===== src/rtl/kugelblitz_pkg.sv =====
// Shared types for the Kugelblitz patch scheduler: rule record, FSM state and stat width.
package kugelblitz_pkg;

    localparam int STAT_W      = 32;
    // Rule fields are stored at their widest supported size so that one record type serves every parameterisation.
    localparam int RULE_BEAT_W = 16;
    localparam int RULE_OFF_W  = 8;

    typedef enum logic {
        ST_IDLE    = 1'b0,
        ST_INFRAME = 1'b1
    } state_t;

    typedef struct packed {
        logic                   enable;
        logic [RULE_BEAT_W-1:0] beat;
        logic [RULE_OFF_W-1:0]  offset;
        logic [7:0]             data;
    } rule_t;

endpackage


===== src/rtl/kugelblitz_rule_match.sv =====
// Combinational priority lookup: the lowest-index enabled rule whose beat equals the given index wins.
module kugelblitz_rule_match
    import kugelblitz_pkg::*;
#(
    parameter int RULE_COUNT = 4
) (
    input  rule_t                  rules [RULE_COUNT],
    input  logic [RULE_BEAT_W-1:0] beat,
    output logic                   hit,
    output logic [RULE_OFF_W-1:0]  offset,
    output logic [7:0]             data
);

    always_comb begin
        hit    = 1'b0;
        offset = '0;
        data   = '0;
        // Scan from the top down so a lower-index match overwrites a higher one.
        for (int i = RULE_COUNT - 1; i >= 0; i--) begin
            if (rules[i].enable && (rules[i].beat == beat)) begin
                hit    = 1'b1;
                offset = rules[i].offset;
                data   = rules[i].data;
            end
        end
    end

endmodule


===== src/rtl/kugelblitz_patch_sched.sv =====
// Frame-synchronous byte-patch scheduler with shadow/active rule tables.
// Optional statistics counters are built when KUGELBLITZ_PATCH_STATS_EN is defined.
module kugelblitz_patch_sched
    import kugelblitz_pkg::*;
#(
    parameter int RULE_COUNT = 4,
    parameter int KEEP_WIDTH = 64,
    parameter int BEAT_WIDTH = 8
) (
    input  logic                          clk,
    input  logic                          rst,
    input  logic                          cfg_wr_en,
    input  logic [$clog2(RULE_COUNT)-1:0] cfg_wr_idx,
    input  logic [BEAT_WIDTH-1:0]         cfg_wr_beat,
    input  logic [$clog2(KEEP_WIDTH)-1:0] cfg_wr_offset,
    input  logic [7:0]                    cfg_wr_data,
    input  logic                          cfg_wr_enable,
    input  logic                          cfg_commit,
    output logic                          cfg_commit_pending,
    output logic                          cfg_commit_done,
    input  logic                          mon_tvalid,
    input  logic                          mon_tready,
    input  logic                          mon_tlast,
    output logic                          patch_valid,
    output logic [$clog2(KEEP_WIDTH)-1:0] patch_offset,
    output logic [7:0]                    patch_data,
    output logic [31:0]                   stat_frames,
    output logic [31:0]                   stat_patches
);

    localparam int OFF_W = $clog2(KEEP_WIDTH);
    localparam logic [BEAT_WIDTH-1:0] BEAT_MAX = '1;

    state_t                  state;
    logic [BEAT_WIDTH-1:0]   beat_cnt;
    logic [BEAT_WIDTH-1:0]   beat_nxt;
    rule_t                   shadow     [RULE_COUNT];
    rule_t                   active     [RULE_COUNT];
    rule_t                   active_nxt [RULE_COUNT];
    logic                    accepted;
    logic                    last_beat;
    logic                    apply;
    logic                    match_hit;
    logic [RULE_OFF_W-1:0]   match_offset;
    logic [7:0]              match_data;

    always_comb begin
        accepted  = mon_tvalid && mon_tready;
        last_beat = accepted && mon_tlast;
        // Commits land only at a frame boundary so one frame never sees two table versions.
        apply     = (cfg_commit_pending || cfg_commit) &&
                    (((state == ST_IDLE) && !accepted) || last_beat);

        beat_nxt = beat_cnt;
        if (last_beat) begin
            beat_nxt = '0;
        end else if (accepted && (beat_cnt != BEAT_MAX)) begin
            beat_nxt = beat_cnt + 1'b1;
        end

        for (int i = 0; i < RULE_COUNT; i++) begin
            active_nxt[i] = apply ? shadow[i] : active[i];
        end
    end

    // Lookup runs on next-state values so the registered outputs line up with the beat on the bus.
    kugelblitz_rule_match #(
        .RULE_COUNT (RULE_COUNT)
    ) u_match (
        .rules  (active_nxt),
        .beat   (RULE_BEAT_W'(beat_nxt)),
        .hit    (match_hit),
        .offset (match_offset),
        .data   (match_data)
    );

    always_ff @(posedge clk) begin
        if (rst) begin
            state              <= ST_IDLE;
            beat_cnt           <= '0;
            cfg_commit_pending <= 1'b0;
            cfg_commit_done    <= 1'b0;
            patch_valid        <= 1'b0;
            patch_offset       <= '0;
            patch_data         <= '0;
            for (int i = 0; i < RULE_COUNT; i++) begin
                shadow[i] <= '0;
                active[i] <= '0;
            end
        end else begin
            case (state)
                ST_IDLE:    if (accepted && !mon_tlast) state <= ST_INFRAME;
                ST_INFRAME: if (last_beat) state <= ST_IDLE;
                default:    state <= ST_IDLE;
            endcase

            beat_cnt           <= beat_nxt;
            cfg_commit_pending <= (cfg_commit_pending || cfg_commit) && !apply;
            cfg_commit_done    <= apply;
            patch_valid        <= match_hit;
            patch_offset       <= match_offset[OFF_W-1:0];
            patch_data         <= match_data;

            for (int i = 0; i < RULE_COUNT; i++) begin
                active[i] <= active_nxt[i];
            end
            // Shadow update is independent of apply; a coinciding commit copies the old contents.
            if (cfg_wr_en) begin
                shadow[cfg_wr_idx] <= '{enable: cfg_wr_enable,
                                        beat:   RULE_BEAT_W'(cfg_wr_beat),
                                        offset: RULE_OFF_W'(cfg_wr_offset),
                                        data:   cfg_wr_data};
            end
        end
    end

`ifdef KUGELBLITZ_PATCH_STATS_EN
    logic [STAT_W-1:0] frames_q;
    logic [STAT_W-1:0] patches_q;

    always_ff @(posedge clk) begin
        if (rst) begin
            frames_q  <= '0;
            patches_q <= '0;
        end else begin
            if (last_beat) frames_q <= frames_q + 1'b1;
            if (accepted && patch_valid) patches_q <= patches_q + 1'b1;
        end
    end

    assign stat_frames  = frames_q;
    assign stat_patches = patches_q;
`else
    assign stat_frames  = '0;
    assign stat_patches = '0;
`endif

endmodule

===== config.mk =====
export PLATFORM = sky130hd
export DESIGN_NAME = kugelblitz_patch_sched
export DESIGN_NICKNAME = d
export VERILOG_FILES = /design/src/rtl/kugelblitz_pkg.sv /design/src/rtl/kugelblitz_rule_match.sv /design/src/rtl/kugelblitz_patch_sched.sv
export SDC_FILE = /design/constraint.sdc
export NUM_CORES = 1
export LEC_CHECK = 0
export CORE_MARGIN = 10
export CORE_UTILIZATION = 30
export CTS_CLUSTER_DIAMETER = 200
export DETAILED_ROUTE_END_ITERATION = 16
export MAX_ROUTING_LAYER = met4
export PLACE_DENSITY = 0.51
export SYNTH_ARGS = -nofsm -noshare
export SYNTH_HDL_FRONTEND = slang
export SYNTH_SLANG_ARGS = --single-unit
export TNS_END_PERCENT = 100

===== constraint.sdc =====
create_clock -name clk -period 3.8 [get_ports clk]
set_input_delay 0.76 -clock clk [delete_from_list [all_inputs] [get_ports clk]]
set_output_delay 0.76 -clock clk [all_outputs]
set_load 0.05 [all_outputs]

# ---- After elaboration in Yosys (flattened, before gate mapping)
# Memory sizes are Yosys's and may differ from the RTL's.
# Cells that the tools add are included.
dict set report word_totals {
  reg_bits 26
  ramBits 224
  n_memories 2
}
dict set report op_classes {
  add_sub_neg 1
  n_eq_ne 5
  mux 34
  n_bitwise 5
  n_reduce_logical 17
}
# memory words width read_ports rd_clocked_by_memory_dff write_ports line_no
set mem_list {}
lappend mem_list {active 4 33 4 0 4 kugelblitz_patch_sched.sv:38} ;# rule_t active [RULE_COUNT];
lappend mem_list {shadow 4 23 4 0 4 kugelblitz_patch_sched.sv:37} ;# rule_t shadow [RULE_COUNT];
# cell count
set ops {}
lappend ops {{2-to-1 mux 33 bit} 8}
lappend ops {{== test 16 x 8 -> 1 bit} 4}
lappend ops {{2-to-1 mux 8 bit} 6}
lappend ops {{2-to-1 mux 6 bit} 4}
lappend ops {{2-to-1 mux 23 bit} 1}
lappend ops {{OR reduction 23 bit} 1}
lappend ops {{2-to-1 mux 1 bit} 13}
lappend ops {{logical AND 1 bit} 11}
lappend ops {{adder 8 x 1 -> 8 bit (second input constant)} 1}
lappend ops {{inequality test 8 bit (second input constant)} 1}
lappend ops {{bitwise OR 1 bit} 4}
lappend ops {{zero test 1 bit} 3}
lappend ops {{logical OR 1 bit} 2}
lappend ops {{2-to-1 mux 2 bit} 1}
lappend ops {{case mux 1 bit (2 select lines)} 1}
lappend ops {{NOT 1 bit} 1}

# ---- Longest topological paths before layout
# Gate-level depths: netlist of run 1.
dict set report depth {
  ltp_word 12
  ltp_mapped 15
  ltp_nobuf 10
}

# ---- Cells and area by module
# From an unflattened synthesis of run 1, not the netlist that was laid out.
dict set report unflattened {
  hier_cells 1196
  area_unflattened_um2 12963.7
}
# module instances cells_each area_each_um2 seq_area_each_um2
set modules_own_cells {}
lappend modules_own_cells {kugelblitz_patch_sched 1 1012 11574.9 5925.7}
lappend modules_own_cells {kugelblitz_rule_match 1 184 1388.8 0.0}

# ---- Worst setup path before layout of run 1
# No wires, ideal clock.
dict set report synth_path {
  path_type {in2reg}
  from {input mon_tlast}
  to {register patch_data[6]}
  setup_ns 0.117
  arrival_ns 3.118
  slack_ns 0.564
  cell_stages 14
  cell_sequence {and3_1 > buf_6 > o22a_1 > buf_2 > buf_6 > buf_2 > mux2i_1 > xnor2_1 > nand4_1 > a211oi_1 > buf_2 > buf_2 > a21oi_1 > a32o_1}
}
dict set report synth_between {
  elab_chain_cells 10
}
# element line_no
set synth_rtl {}
lappend synth_rtl {{from (decl)} kugelblitz_patch_sched.sv:23} ;# input logic mon_tlast,
lappend synth_rtl {{logical AND 1 bit *} kugelblitz_patch_sched.sv:49} ;# last_beat = accepted && mon_tlast;
lappend synth_rtl {{logical OR 1 bit} kugelblitz_patch_sched.sv:52} ;# (((state == ST_IDLE) && !accepted) || last_beat);
lappend synth_rtl {{logical AND 1 bit} kugelblitz_patch_sched.sv:51} ;# apply = (cfg_commit_pending || cfg_commit) &&
lappend synth_rtl {{2-to-1 mux 33 bit} kugelblitz_patch_sched.sv:62} ;# active_nxt[i] = apply ? shadow[i] : active[i];
lappend synth_rtl {{== test 16 x 8 -> 1 bit} kugelblitz_rule_match.sv:20} ;# if (rules[i].enable && (rules[i].beat == beat)) begin
lappend synth_rtl {{logical AND 1 bit} kugelblitz_rule_match.sv:20}
lappend synth_rtl {{2-to-1 mux 8 bit (3 in a row)} kugelblitz_rule_match.sv:20}
lappend synth_rtl {{2-to-1 mux 8 bit *} kugelblitz_rule_match.sv:20}
lappend synth_rtl {{to (signal assigned)} kugelblitz_patch_sched.sv:102} ;# patch_data <= match_data;
lappend synth_rtl {{to (decl)} kugelblitz_patch_sched.sv:26} ;# output logic [7:0] patch_data,
# Every way passes the cells marked *; elsewhere a longest branch is shown, timed or not.
# A chain may end at the register's enable or synchronous reset.

# ---- Worst setup path in the final report of run 1
dict set report layout_path {
  from {input mon_tvalid}
  to {register patch_offset[5]}
}
dict set report layout_between {
  elab_chain_cells 12
}
# element line_no
set layout_rtl {}
lappend layout_rtl {{from (decl)} kugelblitz_patch_sched.sv:21} ;# input logic mon_tvalid,
lappend layout_rtl {{logical AND 1 bit *} kugelblitz_patch_sched.sv:48} ;# accepted = mon_tvalid && mon_tready;
lappend layout_rtl {{zero test 1 bit} kugelblitz_patch_sched.sv:52}
lappend layout_rtl {{logical AND 1 bit} kugelblitz_patch_sched.sv:52}
lappend layout_rtl {{logical OR 1 bit} kugelblitz_patch_sched.sv:52}
lappend layout_rtl {{logical AND 1 bit} kugelblitz_patch_sched.sv:51}
lappend layout_rtl {{2-to-1 mux 33 bit} kugelblitz_patch_sched.sv:62}
lappend layout_rtl {{== test 16 x 8 -> 1 bit} kugelblitz_rule_match.sv:20}
lappend layout_rtl {{logical AND 1 bit} kugelblitz_rule_match.sv:20}
lappend layout_rtl {{2-to-1 mux 6 bit (3 in a row)} kugelblitz_rule_match.sv:20}
lappend layout_rtl {{2-to-1 mux 6 bit *} kugelblitz_rule_match.sv:20}
lappend layout_rtl {{to (signal assigned)} kugelblitz_patch_sched.sv:101} ;# patch_offset <= match_offset[OFF_W-1:0];
lappend layout_rtl {{to (decl)} kugelblitz_patch_sched.sv:25} ;# output logic [$clog2(KEEP_WIDTH)-1:0] patch_offset,
# Marks and branches as above.

==> metrics.csv, run 1 <==
metric;value;unit
GRT overflow;0;
All-Layer GR Usage;12.2;%
largest net degree at the start of global routing;54;
RSZ-0062 raised after global routing;false;
kind of critical path;input pin to register;
area grow syn2layout;21.7;%
Post-synth EDFFs;92;
post-synthesis sequential area ratio;57.7;%
DP Area;11200;um^2
setup TNS;0;ps
PD cells;528;nW/um^2
crit-path max cell delay;510;ps
GPL Wtd Cong;0.787;
CP Capture Type;register;
worst path cell trace;clkdlybuf4s50_1 > a21oi_1 > o22a_4 > buf_4 > mux2i_1 > xor2_1 > a211oi_1 > nand3_1 > or4bb_1 > a221o_1 > a21oi_1;
Root Buffer;clkbuf_16;
Ports;113;
routed len/inst;16.7;um
cell family contributing the most delay on the critical path;compound AO/OA/AOI/OAI gates;
Max Clk Rate;293;MHz
Max H-tree Level;1;
post-detailed-route count of antenna-violating nets;0;
average size of a mapped cell;10.9;um^2
DRC Markers;0;
hold_buf cts;0;
Critical Path RT;4240;ps
first-pass GRT wire length;38800;um
Least-Margin Pin Slew;766;ps
WHS;454;ps
Post-Syn Area;9990;um^2
post-CTS resize count;0;
Worst Setup Start Kind;input pin;
Vias/cell;4.38;
Initial Utilization;30.5;%
total chip power;0.00642;W
CTS Sinks;242;
CTS tree;yes;
vias;6455;
Synth cell types;56;
final instance area;12200;um^2
Worst Path Max Fanout;8;
latest clock arrival within the worst-skew pair;530;ps
Worst-path clk slew;60;ps
Detailed Routing Iterations Pass 1;4;
Core Region;32700;um^2
final setup violating endpoints;0;
final core utilization;37.2;%
Post-Syn Instances;915;
vias in the first global route;6551;
nets;1044;
Buf+Inv Stages, Crit Path;2;
final clock period utilization by the worst path;89.7;%
port bufs;48;
Die W;202;um
peak supply drop;0.290;mV
Max transition margin;48.8;%
1st-iter DRT viols;378;
die area;41000;um^2
Longest Clk Path Bufs;3;
Leak;4.92;nW
WP data arrival;3850;ps
final WL;24600;um
global route hottest layer;met2;
initial antenna violation count;1;
Ys Warns;0;
clk_skew;16.6;ps
grt met1 use;16.4;%
share of cells above drive strength 1;12.9;%
FF+latch count, synth;242;
Setup Fix Bufs, Post-CTS;0;
ys async rst share;0;%
Worst Hold Class;register to register;
die height;202;um
min Tclk post-route;3410;ps
met3 GRT Util;2.13;%
cell row count;66;
Top FF cell, synth;dfxtp_1;
met2 Resource Use GR;18.8;%
max-slew violations;0;
most frequent CP cell;a21oi_1;
final-report hold violation count;0;
status;completed;
CTS buffer count;27;
CP max stage cell;or4bb_1;
maxcap violations;0;
hpwl dp;16400;um
[stage by stage]
stage	cells	worst slack [ps]
6_report	1474	390
5_1_grt	1474	171
4_1_cts	1473	385
3_5_place_dp	1424	-150
3_3_place_gp	1424	-152
2_1_floorplan	978	564
[worst min-delay path, cell delays in order, from the launching register on]
cell and delay (ps):
dfxtp_1 310, nand2_1 50, a21oi_1 50
[metal layers]
metal	vias up	wire length, um
met5	-	0
met4	0	332
met3	23	1230
met2	118	11300
met1	3093	11800
li1	3221	-
[final timing paths]
kind | start | to | slack [ps] | cells past startpoint
worst min register to register | active[2][32]$_SDFF_PP0_ | active[2][32]$_SDFF_PP0_ | 450 | 2
worst max register to register | beat_cnt[0]$_SDFF_PP0_ | patch_offset[4]$_SDFF_PP0_ | 530 | 12
worst min-delay path | active[2][32]$_SDFF_PP0_ | active[2][32]$_SDFF_PP0_ | 450 | 2
worst max-delay path | mon_tvalid | patch_offset[5]$_SDFF_PP0_ | 390 | 11
[synthesized netlist by cell type, types with 3 or more instances]
library cell  count  area share (%)
a211o_1          13             1.1
a211oi_1         10            0.75
a21oi_1          35             1.8
a32o_1            7            0.70
and2_1           99             6.2
and3_1           36             2.3
buf_2            11            0.55
buf_4            64             4.8
buf_6             5            0.56
clkbuf_1         34             1.3
dfxtp_1         150              30
edfxtp_1         92              28
inv_1             6            0.23
mux2i_1          63             6.3
nand2_1          81             3.0
nand2b_1          3            0.19
nand3_1           9            0.45
nand4_1           6            0.38
nor2_1           89             3.3
nor3_1            6            0.30
nor4_1           13            0.81
o21ai_0           8            0.40
or2_2             3            0.19
xnor2_1          16             1.4
xor2_1           12             1.1
[cell usage in the layout (no fill, tap or decap), types with 3 or more instances in the layout]
cell type        count
or2_2                3
nand3_1              9
nor4_1              12
inv_1                6
mux2i_1             63
clkdlybuf4s50_1     47
o21ai_0              8
clkbuf_16           28
xnor2_1             16
nand4_1              6
a211o_1             13
edfxtp_1            92
and2_1              99
conb_1              64
a211oi_1             9
and3_1              36
clkbuf_1             9
buf_12               7
a21oi_1             35
nand2b_1             3
a32o_1               7
nor2_1              89
nor3_1               6
bufinv_16            4
clkbuf_8             6
dfxtp_1            150
nand2_1             81
buf_4               65
xor2_1              12
[final cells by class]
class | instances | area, um^2
fill | 3222 | 20500
sequential | 242 | 5770
multi-input combinational | 614 | 3760
timing repair buffer | 119 | 1100
clock buffer | 43 | 817
tap | 442 | 553
clock inverter | 6 | 133
inverter | 7 | 26.3
antenna | 1 | 2.50
[state kept, by name, indices dropped and copies added, names as in the netlist]
| register | count |
|---|---|
| active | 124 |
| shadow | 92 |
| beat_cnt | 8 |
| patch_data | 8 |
| patch_offset | 6 |
| cfg_commit_done | 1 |
| cfg_commit_pending | 1 |
| patch_valid | 1 |
| state | 1 |
[power by group]
group	internal (W)	switching (W)	leakage, nW
Combinational	0.000267	0.000510	2.35
Sequential	0.00285	0.0000442	2.12
Clock	0.00174	0.00101	0.459
[cells by family (layout without fill, tap and decap cells)]
family / Yosys count / in the layout / share of synthesized area [%]
simple gates: 363 / 363 / 18.9
buf+inv: 122 / 175 / 7.50
fa+ha+maj: 1 / 1 / 0.125
xor+xnor: 29 / 29 / 2.68
mux: 65 / 65 / 6.59
other cells: 1 / 65 / 0.0375
compound gates: 92 / 92 / 6.46
flops: 242 / 242 / 57.7
Power figures use the tool's default switching activity.
==> run 2, diff against run 1 <==
SLEW_MARGIN = 5   (was unset)
==> results of run 2 <==
Same layout as run 1: the final DEF is identical, and so are final timing and power.
==> run 3, diff against run 2 <==
CELL_PAD_IN_SITES_DETAIL_PLACEMENT = 1   (was unset)
CELL_PAD_IN_SITES_GLOBAL_PLACEMENT = 2   (was unset)
PLACE_DENSITY = 0.7   (was 0.51)
==> metrics.csv, run 3 (synthesis results as in run 1) <==
metric;value;unit
Longest Clk Path Bufs;3;
top flop regs;active: 124 flops, shadow: 92 flops;
timing endpoint of the critical path;patch_offset[5]$_SDFF_PP0_;
Core Region;32700;um^2
most frequent cells in the layout;150 x dfxtp_1, 99 x and2_1, 92 x edfxtp_1;
latest clock arrival within the worst-skew pair;550;ps
final-report hold violation count;0;
Max Clk Rate;291;MHz
Vias/cell;4.52;
maxcap violations;0;
post-detailed-route count of antenna-violating nets;0;
share of cells above drive strength 1;11.9;%
Detailed Routing Iterations Pass 1;4;
Ports;113;
die area;41000;um^2
post-CTS resize count;0;
Biggest register;active;
first-pass GRT wire length;42100;um
final WL;27000;um
routed len/inst;18.5;um
clk_skew;16.4;ps
final instance area;12000;um^2
DRC Markers;0;
PD cells;525;nW/um^2
worst flop-to-flop path endpoint;patch_offset[5]$_SDFF_PP0_;
hpwl dp;17600;um
CTS Sinks;242;
Die W;202;um
Critical Path RT;4270;ps
WP data arrival;3910;ps
setup TNS;0;ps
min Tclk post-route;3440;ps
Leak;4.86;nW
filler cell count;3619;
most common cell after layout, fill and taps aside;dfxtp_1;
CTS buffer count;27;
R2R Setup Slk;580;ps
cell row count;66;
Root Buffer;clkbuf_16;
die height;202;um
largest net degree at the start of global routing;66;
kind of critical path;input pin to register;
port bufs;48;
Initial Utilization;30.5;%
final clock period utilization by the worst path;90.4;%
initial antenna violation count;0;
Setup Fix Bufs, Post-CTS;0;
GPL Wtd Cong;0.770;
All-Layer GR Usage;13.3;%
CTS tree;yes;
hold path depth;2;
Worst-path clk slew;60;ps
nets;1030;
vias;6598;
Max transition margin;47.9;%
Least-Margin Pin Slew;781;ps
hold_buf cts;0;
peak supply drop;0.334;mV
final setup violating endpoints;0;
Max H-tree Level;1;
GRT overflow;0;
Worst Path Max Fanout;4;
worst-case reg-to-reg path depth;12;
CP Capture Type;register;
Worst Setup Start Kind;input pin;
vias in the first global route;7061;
Setup crit start;mon_tvalid;
status;completed;
RSZ-0062 raised after global routing;false;
R2R Path Start;beat_cnt[0]$_SDFF_PP0_;
1st-iter DRT viols;359;
Worst Hold Class;register to register;
max-slew violations;0;
max reg flops;124;
area grow syn2layout;20.4;%
DP Area;11100;um^2
==> run 3: cell types whose count changed in the layout (fill, tap and decap cells not counted), sizes merged <==
cell	previous run	this run
inv	6	8
buf	72	58
clkinvlp	1	0
bufinv	4	1
clkbuf	43	44
clkinv	2	4
==> run 3: through the flow <==
| stage | utilization [%] | setup slack, ps | power [W] | cells | hold slack, ps |
|---|---|---|---|---|---|
| finish | 36.8 | 363 | 0.00631 | 1461 | 459 |
| global route | 36.8 | 141 | 0.00658 | 1460 | 476 |
| global placement | 34.0 | -35.3 | 0.00372 | 1410 | 446 |
| detailed placement | 34.0 | -143 | 0.00373 | 1410 | 453 |
| floorplan | - | 564 | 0.00351 | 978 | 437 |
| CTS | 36.8 | 360 | 0.00640 | 1460 | 462 |
==> run 3: worst min path at each step <==
stage                                        start                  endpoint  slack (ps)
final                     active[0][32]$_SDFF_PP0_  active[0][32]$_SDFF_PP0_         460
after global placement    active[0][32]$_SDFF_PP0_  active[0][32]$_SDFF_PP0_         450
after floorplan           active[0][32]$_SDFF_PP0_  active[0][32]$_SDFF_PP0_         440
after detailed placement  active[0][32]$_SDFF_PP0_  active[0][32]$_SDFF_PP0_         450
after global routing      active[3][32]$_SDFF_PP0_  active[3][32]$_SDFF_PP0_         480
after CTS                 active[0][32]$_SDFF_PP0_  active[0][32]$_SDFF_PP0_         460
==> run 3: final cells by class <==
cell class                 instances  area, um^2  area share [%]
clock buffer                      44         841            6.99
sequential                       242        5770            48.0
timing repair buffer             105        1010            8.37
multi-input combinational        614        3760            31.3
inverter                           7        26.3           0.219
antenna                            1        2.50          0.0208
tap                              442         553            4.60
clock inverter                     6        71.3           0.593
==> run 3: worst max-delay path: stages <==
cell and delay, ps:
clkdlybuf4s50_1 530, buf_4 130, and3_1 230, a31oi_1 130
nor3_1 370, buf_4 230, xnor2_1 70, a211oi_1 310
nand3_1 140, or4bb_1 530, a221o_1 340, a21oi_1 140
==> run 3: report_power, final <==
| group | internal, W | switching (W) | total (W) |
|---|---|---|---|
| logic | 0.000257 | 0.000519 | 0.000776 |
| clock network | 0.00158 | 0.00106 | 0.00264 |
| registers | 0.00285 | 0.0000450 | 0.00289 |
| total | 0.00469 | 0.00163 | 0.00631 |
==> run 3: routing by layer <==
layer  vias up  global-route usage, %  wire (um)
met5         -                      -          0
met4         0                   3.06        401
met3        33                   1.81        932
met2       116                   20.8      12400
met1      3253                   17.9      13300
li1       3196                      -          -
